--- src/rtl/apb_master.sv ---
// APB initiator: turns single-beat commands into APB SETUP/ACCESS transfers, one response each.
// Define APB_MASTER_TIMEOUT_EN to enable the stalled-ACCESS watchdog.
module apb_master #(
  parameter int unsigned ADDR_W         = 32,
  parameter int unsigned DATA_W         = 32,
  parameter int unsigned TIMEOUT_CYCLES = 16
) (
  input  logic              clk,
  input  logic              rst,
  input  logic              cmd_valid,
  output logic              cmd_ready,
  input  logic              cmd_write,
  input  logic [ADDR_W-1:0] cmd_addr,
  input  logic [DATA_W-1:0] cmd_wdata,
  output logic              rsp_valid,
  output logic [DATA_W-1:0] rsp_rdata,
  output logic              rsp_err,
  output logic              rsp_timeout,
  output logic              PSEL,
  output logic              PENABLE,
  output logic              PWRITE,
  output logic [ADDR_W-1:0] PADDR,
  output logic [DATA_W-1:0] PWDATA,
  input  logic [DATA_W-1:0] PRDATA,
  input  logic              PREADY,
  input  logic              PSLVERR
);

  localparam logic [1:0] IDLE   = 2'd0;
  localparam logic [1:0] SETUP  = 2'd1;
  localparam logic [1:0] ACCESS = 2'd2;

  logic [1:0]        state_q, state_d;
  logic              accept, complete, abort;
  logic              pwrite_q;
  logic [ADDR_W-1:0] paddr_q;
  logic [DATA_W-1:0] pwdata_q;
  logic              rsp_valid_q;
  logic [DATA_W-1:0] rsp_rdata_q;
  logic              rsp_err_q;

  assign accept   = (state_q == IDLE) && cmd_valid;
  assign complete = (state_q == ACCESS) && PREADY;

`ifdef APB_MASTER_TIMEOUT_EN
  localparam logic [15:0] TimeoutLast = 16'(TIMEOUT_CYCLES - 1);

  logic [15:0] wd_cnt_q;
  logic        rsp_timeout_q;

  // wd_cnt_q holds the number of stalled ACCESS cycles before the current one.
  assign abort = (state_q == ACCESS) && !PREADY && (wd_cnt_q == TimeoutLast);

  always_ff @(posedge clk) begin
    if (rst || accept) begin
      wd_cnt_q <= 16'd0;
    end else if ((state_q == ACCESS) && !PREADY) begin
      wd_cnt_q <= wd_cnt_q + 16'd1;
    end
  end

  always_ff @(posedge clk) begin
    if (rst) begin
      rsp_timeout_q <= 1'b0;
    end else if (complete) begin
      rsp_timeout_q <= 1'b0;
    end else if (abort) begin
      rsp_timeout_q <= 1'b1;
    end
  end

  assign rsp_timeout = rsp_timeout_q;
`else
  assign abort       = 1'b0;
  assign rsp_timeout = 1'b0;
`endif

  always_comb begin
    state_d = state_q;
    case (state_q)
      IDLE:    if (accept) state_d = SETUP;
      SETUP:   state_d = ACCESS;
      ACCESS:  if (complete || abort) state_d = IDLE;
      default: state_d = IDLE;
    endcase
  end

  always_ff @(posedge clk) begin
    if (rst) begin
      state_q <= IDLE;
    end else begin
      state_q <= state_d;
    end
  end

  // Transfer attributes hold their last value while idle.
  always_ff @(posedge clk) begin
    if (rst) begin
      pwrite_q <= 1'b0;
      paddr_q  <= '0;
      pwdata_q <= '0;
    end else if (accept) begin
      pwrite_q <= cmd_write;
      paddr_q  <= cmd_addr;
      pwdata_q <= cmd_wdata;
    end
  end

  always_ff @(posedge clk) begin
    if (rst) begin
      rsp_valid_q <= 1'b0;
      rsp_rdata_q <= '0;
      rsp_err_q   <= 1'b0;
    end else begin
      rsp_valid_q <= complete || abort;
      if (complete) begin
        rsp_rdata_q <= pwrite_q ? '0 : PRDATA;
        rsp_err_q   <= PSLVERR;
      end else if (abort) begin
        rsp_rdata_q <= '0;
        rsp_err_q   <= 1'b1;
      end
    end
  end

  assign cmd_ready = (state_q == IDLE);
  assign PSEL      = (state_q == SETUP) || (state_q == ACCESS);
  assign PENABLE   = (state_q == ACCESS);
  assign PWRITE    = pwrite_q;
  assign PADDR     = paddr_q;
  assign PWDATA    = pwdata_q;
  assign rsp_valid = rsp_valid_q;
  assign rsp_rdata = rsp_rdata_q;
  assign rsp_err   = rsp_err_q;

endmodule
--- config.mk ---
export PLATFORM = sky130hd
export DESIGN_NAME = apb_master
export DESIGN_NICKNAME = d
export VERILOG_FILES = /design/src/rtl/apb_master.sv
export SDC_FILE = /design/constraint.sdc
export NUM_CORES = 1
export LEC_CHECK = 0
export CELL_PAD_IN_SITES_DETAIL_PLACEMENT = 1
export CELL_PAD_IN_SITES_GLOBAL_PLACEMENT = 1
export CORE_AREA = 8 8 134 111
export CTS_CLUSTER_DIAMETER = 200
export DETAILED_ROUTE_END_ITERATION = 8
export DIE_AREA = 0 0 142 119
export PLACE_DENSITY_LB_ADDON = 0.12
export REMOVE_ABC_BUFFERS = 1
export SYNTH_ARGS = -nofsm -noshare
export SYNTH_HDL_FRONTEND = slang
export SYNTH_SLANG_ARGS = --single-unit
--- constraint.sdc ---
create_clock -name clk -period 4.1 [get_ports clk]
set_clock_uncertainty 0.05 [all_clocks]
set_input_delay 0.82 -clock clk [delete_from_list [all_inputs] [get_ports clk]]
set_output_delay 0.82 -clock clk [all_outputs]
set_load 0.02 [all_outputs]
After elaboration in Yosys (flattened, before gate mapping)
Index checks and enable logic that the tools add are counted.
W data, S select, Z words.

cells by class
  eq/ne operators = 4
  muxes and demuxes = 4
  reduce and logical (&&, ||, !) cells = 5

operators by type and width
  operator              number
  $mux W32              1
  $pmux W2 S3           1
  $mux W2               2
  $ne A2 B1 Y1 const B  2
  $eq A2 B1 Y1 const B  1
  $eq A2 B2 Y1 const B  1
  $logic_and A1 B1 Y1   2
  $logic_not A2 Y1      1
  $reduce_and A2 Y1     1
  $logic_or A1 B1 Y1    1

storage, ports and cells
  register bits = 101
  bits of input ports = 102
  word-level logic and storage cells = 20

Depth between registers and ports, before layout
  depth after elaboration = 4
  depth in mapped cells = 7

Worst setup path after synthesis
OpenSTA, ideal clock, no wires.

  path kind = register to output
  from = reg state_q[0]
  to = out PSEL
  data arrival time = 751 ps
  slack = 2479 ps
  cell stages (with the launch flop) = 3
  cells stage by stage = dfxtp_1 inv_1 ha_1

on the way
  word-level cells in the longest chain between the ends = 2

RTL lines
  element                                       RTL line  text
  start: declaration                            33        logic [1:0] state_q, state_d;
  start signal: assignment                      92        state_q <= state_d;
  $eq A2 B1 Y1 or $eq A2 B2 Y1 (tied branches)  127       assign PSEL = (state_q == SETUP) || (state_q == ACCESS);
  $logic_or A1 B1 Y1 (*)                        127
  end: declaration                              19        output logic PSEL,

Every way passes the cells marked *; elsewhere a longest branch is shown, timed or not.

Worst setup path after layout
  from = reg state_q[0]
  to = out PENABLE

on the way
  word-level cells in the longest chain between the ends = 1

RTL lines
  element           RTL line  text
  $eq A2 B2 Y1      128       assign PENABLE = (state_q == ACCESS);
  end: declaration  20        output logic PENABLE,

No other way between the ends.

==> flow_summary.yaml <==
sta:
  post-route-period-util_pct: 62.7
  relSlewSlack_pct: 17.9
  fin_hold_ws_ps: 405
  worst_pin_slew_ps: 1230
  rsz0062_at_grt: "false"
  fin_crit_ps: 2570
  finalHoldViolations: 0
  slew_violations: 0
  tns_ps: 0
  finalSetupViolations: 0
  fmax_ghz: 0.389
worst_setup_path:
  r2r-start: "state_q[0]"
  worst-path-max-fanout: 5
  worstSetupPathType: "reg -> out"
  path_cells: "inv_1, ha_1, clkdlybuf4s50_1"
  ff2ff_setup_slack_ps: 1940
  cp_slowest_stage_delay_ps: 660
  critPathRequiredTime_ps: 3230
  arrival_ps: 1700
  endpoint_kind: "output port"
  cp-start-kind: "flip-flop"
  r2r_end: "rsp_rdata[16]"
  slowest_stage: "clkdlybuf4s50_1"
  reg2reg_depth: 5
placement:
  place_area_sq_mm: 0.00556
  place_congestion: 0.717
  portBuffers: 203
  hpwlAfterDp_mm: 9.80
cells_and_area:
  final_cell_area_sq_mm: 0.00586
  final_nets: 676
  drive_above_1_share_pct: 4.86
  synthToLayoutAreaGrowth_pct: 69.4
  num-fill-cells: 1427
global_route:
  grt_pass1_wl_mm: 20.3
  antenna_found_initial: 1
  grt_pass1_vias: 3581
  grt_use_total_pct: 15.2
  grt_max_degree: 71
  grt.overflow.total: 0
clocking:
  cts_hold_buf: 0
  tritoncts: "done"
  cts_max_path_buffers: 2
  cts_inserted_buffers: 9
  ctsHtreeMaxLevel: 3
  clkTransAtPathRegs_ps: 70
  cts.sinks: 101
  clk_latency_ps: 340
  cts_setup_buffers: 0
  cts_resized: 0
  cts_root_buf: "clkbuf_16"
min_path:
  hold_depth: 2
  hold_end: "PWDATA[7]"
  min_path_type: "reg -> reg"
  min-delay-start: "PWDATA[7]"
drt:
  drt_first_pass_iters: 4
  wl_per_cell_um: 17.4
  wirelength_mm: 13.1
  via_per_inst: 4.41
  drt-initial-drc-count: 118
  ant_nets: 0
  remaining_drc_errors: 0
  vias: 3314
yosys:
  yosys_warnings: 0
  seq_area_frac_synth_pct: 58.4
  synth_cells: 380
  netlist_area_sq_mm: 0.00346
  synth.avg_cell_area_sq_um: 9.11
  yosys_register_bits: 101
  ys_types: 21
floorplan:
  core_sq_mm: 0.0126
  die_y_um: 119
  dieArea_sq_mm: 0.0169
  std_cell_rows: 37
  start_util_pct: 27.4
  io_pins: 205
  dieWidth_um: 142
job:
  cap_violations: 0
pwr:
  vdd_ir_drop_max_v: 0.000208
  p_leak_nw: 2.16
  pwr_density_cell_mw_per_mm2: 403
status:
  status: "completed"
[critical path, delay by kind of cell (launching register included)]
kind	cells	cell delay, ps
buffers and inverters	2	750
DFF	1	340
adders and majority gates	1	280
[power by group]
| part | internal, W | switching, W | leakage (nW) |
|---|---|---|---|
| logic | 0.000225 | 0.000228 | 1.20 |
| registers | 0.00104 | 0.0000294 | 0.825 |
| clock network | 0.000463 | 0.000381 | 0.137 |
| total | 0.00173 | 0.000638 | 2.16 |
[stage by stage]
| stage | instances | total power [W] | utilization (%) | worst slack, ps |
|---|---|---|---|---|
| 3_5_place_dp | 735 | 0.00155 | 44.0 | 1280 |
| 4_1_cts | 751 | 0.00240 | 46.4 | 1500 |
| 2_1_floorplan | 351 | 0.00127 | - | 1790 |
| 5_1_grt | 752 | 0.00247 | 46.4 | 1420 |
| 3_3_place_gp | 735 | 0.00154 | 44.0 | 1340 |
| 6_report | 752 | 0.00236 | 46.4 | 1530 |
[cells in the final DEF, fill, tap and decap left out, types with 3 or more instances in the layout]
| master | netlist | layout |
|---|---|---|
| a21oi_1 | 68 | 68 |
| a22o_1 | 32 | 32 |
| buf_4 | 2 | 6 |
| clkbuf_16 | 0 | 9 |
| clkbuf_8 | 0 | 3 |
| clkdlybuf4s50_1 | 0 | 202 |
| clkinvlp_4 | 0 | 3 |
| dfxtp_1 | 101 | 101 |
| ha_1 | 3 | 3 |
| inv_1 | 3 | 3 |
| nand2_1 | 132 | 131 |
[sequential cells by signal, summed over array words and instances, names as in the netlist]
signal     count
rsp_valid      1
PWDATA        32
rsp_err        1
PWRITE         1
PADDR         32
rsp_rdata     32
state_q        2
[kinds of logic (layout without fill, tap and decap cells)]
logic type	Yosys count	after routing	share of synthesized area [%]
DFF	101	101	58.4
and+or+nand+nor	140	140	15.9
adders and majority gates	3	3	1.08
AOI/OAI and AO/OA	103	103	18.6
buffers and inverters	32	228	5.89
other	1	2	0.108
[cell type report]
cell class / instances / area [sq um] / area share (%)
Sequential cell: 101 / 2020 / 34.5
Clock buffer: 12 / 267 / 4.54
Clock inverter: 4 / 31.3 / 0.533
Multi-Input combinational cell: 247 / 1240 / 21.1
Tap cell: 175 / 219 / 3.73
Inverter: 3 / 11.3 / 0.192
Antenna cell: 1 / 2.50 / 0.0427
Timing Repair Buffer: 209 / 2070 / 35.3
[synthesized netlist by cell type]
master | n | area, sq um
buf_1 | 1 | 3.75
buf_4 | 2 | 15.0
nor2_1 | 1 | 3.75
a21o_1 | 1 | 7.51
buf_2 | 13 | 65.1
a21oi_2 | 1 | 8.76
buf_6 | 8 | 90.1
nand2_2 | 1 | 6.26
inv_1 | 3 | 11.3
a22o_1 | 32 | 280
nor3_4 | 1 | 16.3
and2_1 | 1 | 6.26
conb_1 | 1 | 3.75
nand3_1 | 2 | 10.0
nand2b_1 | 2 | 12.5
a21oi_1 | 68 | 340
nand2_1 | 132 | 495
dfxtp_1 | 101 | 2020
clkbuf_1 | 5 | 18.8
a211oi_1 | 1 | 7.51
ha_1 | 3 | 37.5
[worst max-delay path by stage]
| stage | startpoint | endpoint | slack (ps) | depth (start not counted) |
|---|---|---|---|---|
| after floorplan | cmd_valid | PADDR[0] | 1790 | 3 |
| after global placement | PREADY | rsp_rdata[28] | 1340 | 4 |
| after detailed placement | PREADY | rsp_rdata[14] | 1280 | 4 |
| after CTS | state_q[0] | PENABLE | 1500 | 3 |
| after global routing | state_q[0] | PENABLE | 1420 | 3 |
| final | state_q[0] | PENABLE | 1530 | 3 |
[routing by layer]
layer | wire (um) | part of all wire (%) | global-route usage, %
met4 | 155 | 1.2 | 4.96
met3 | 904 | 6.9 | 5.67
met5 | 0 | 0 | 0
met2 | 6760 | 52 | 27.2
met1 | 5260 | 40 | 16.3
Note: power is estimated with default switching activity, not from simulation.
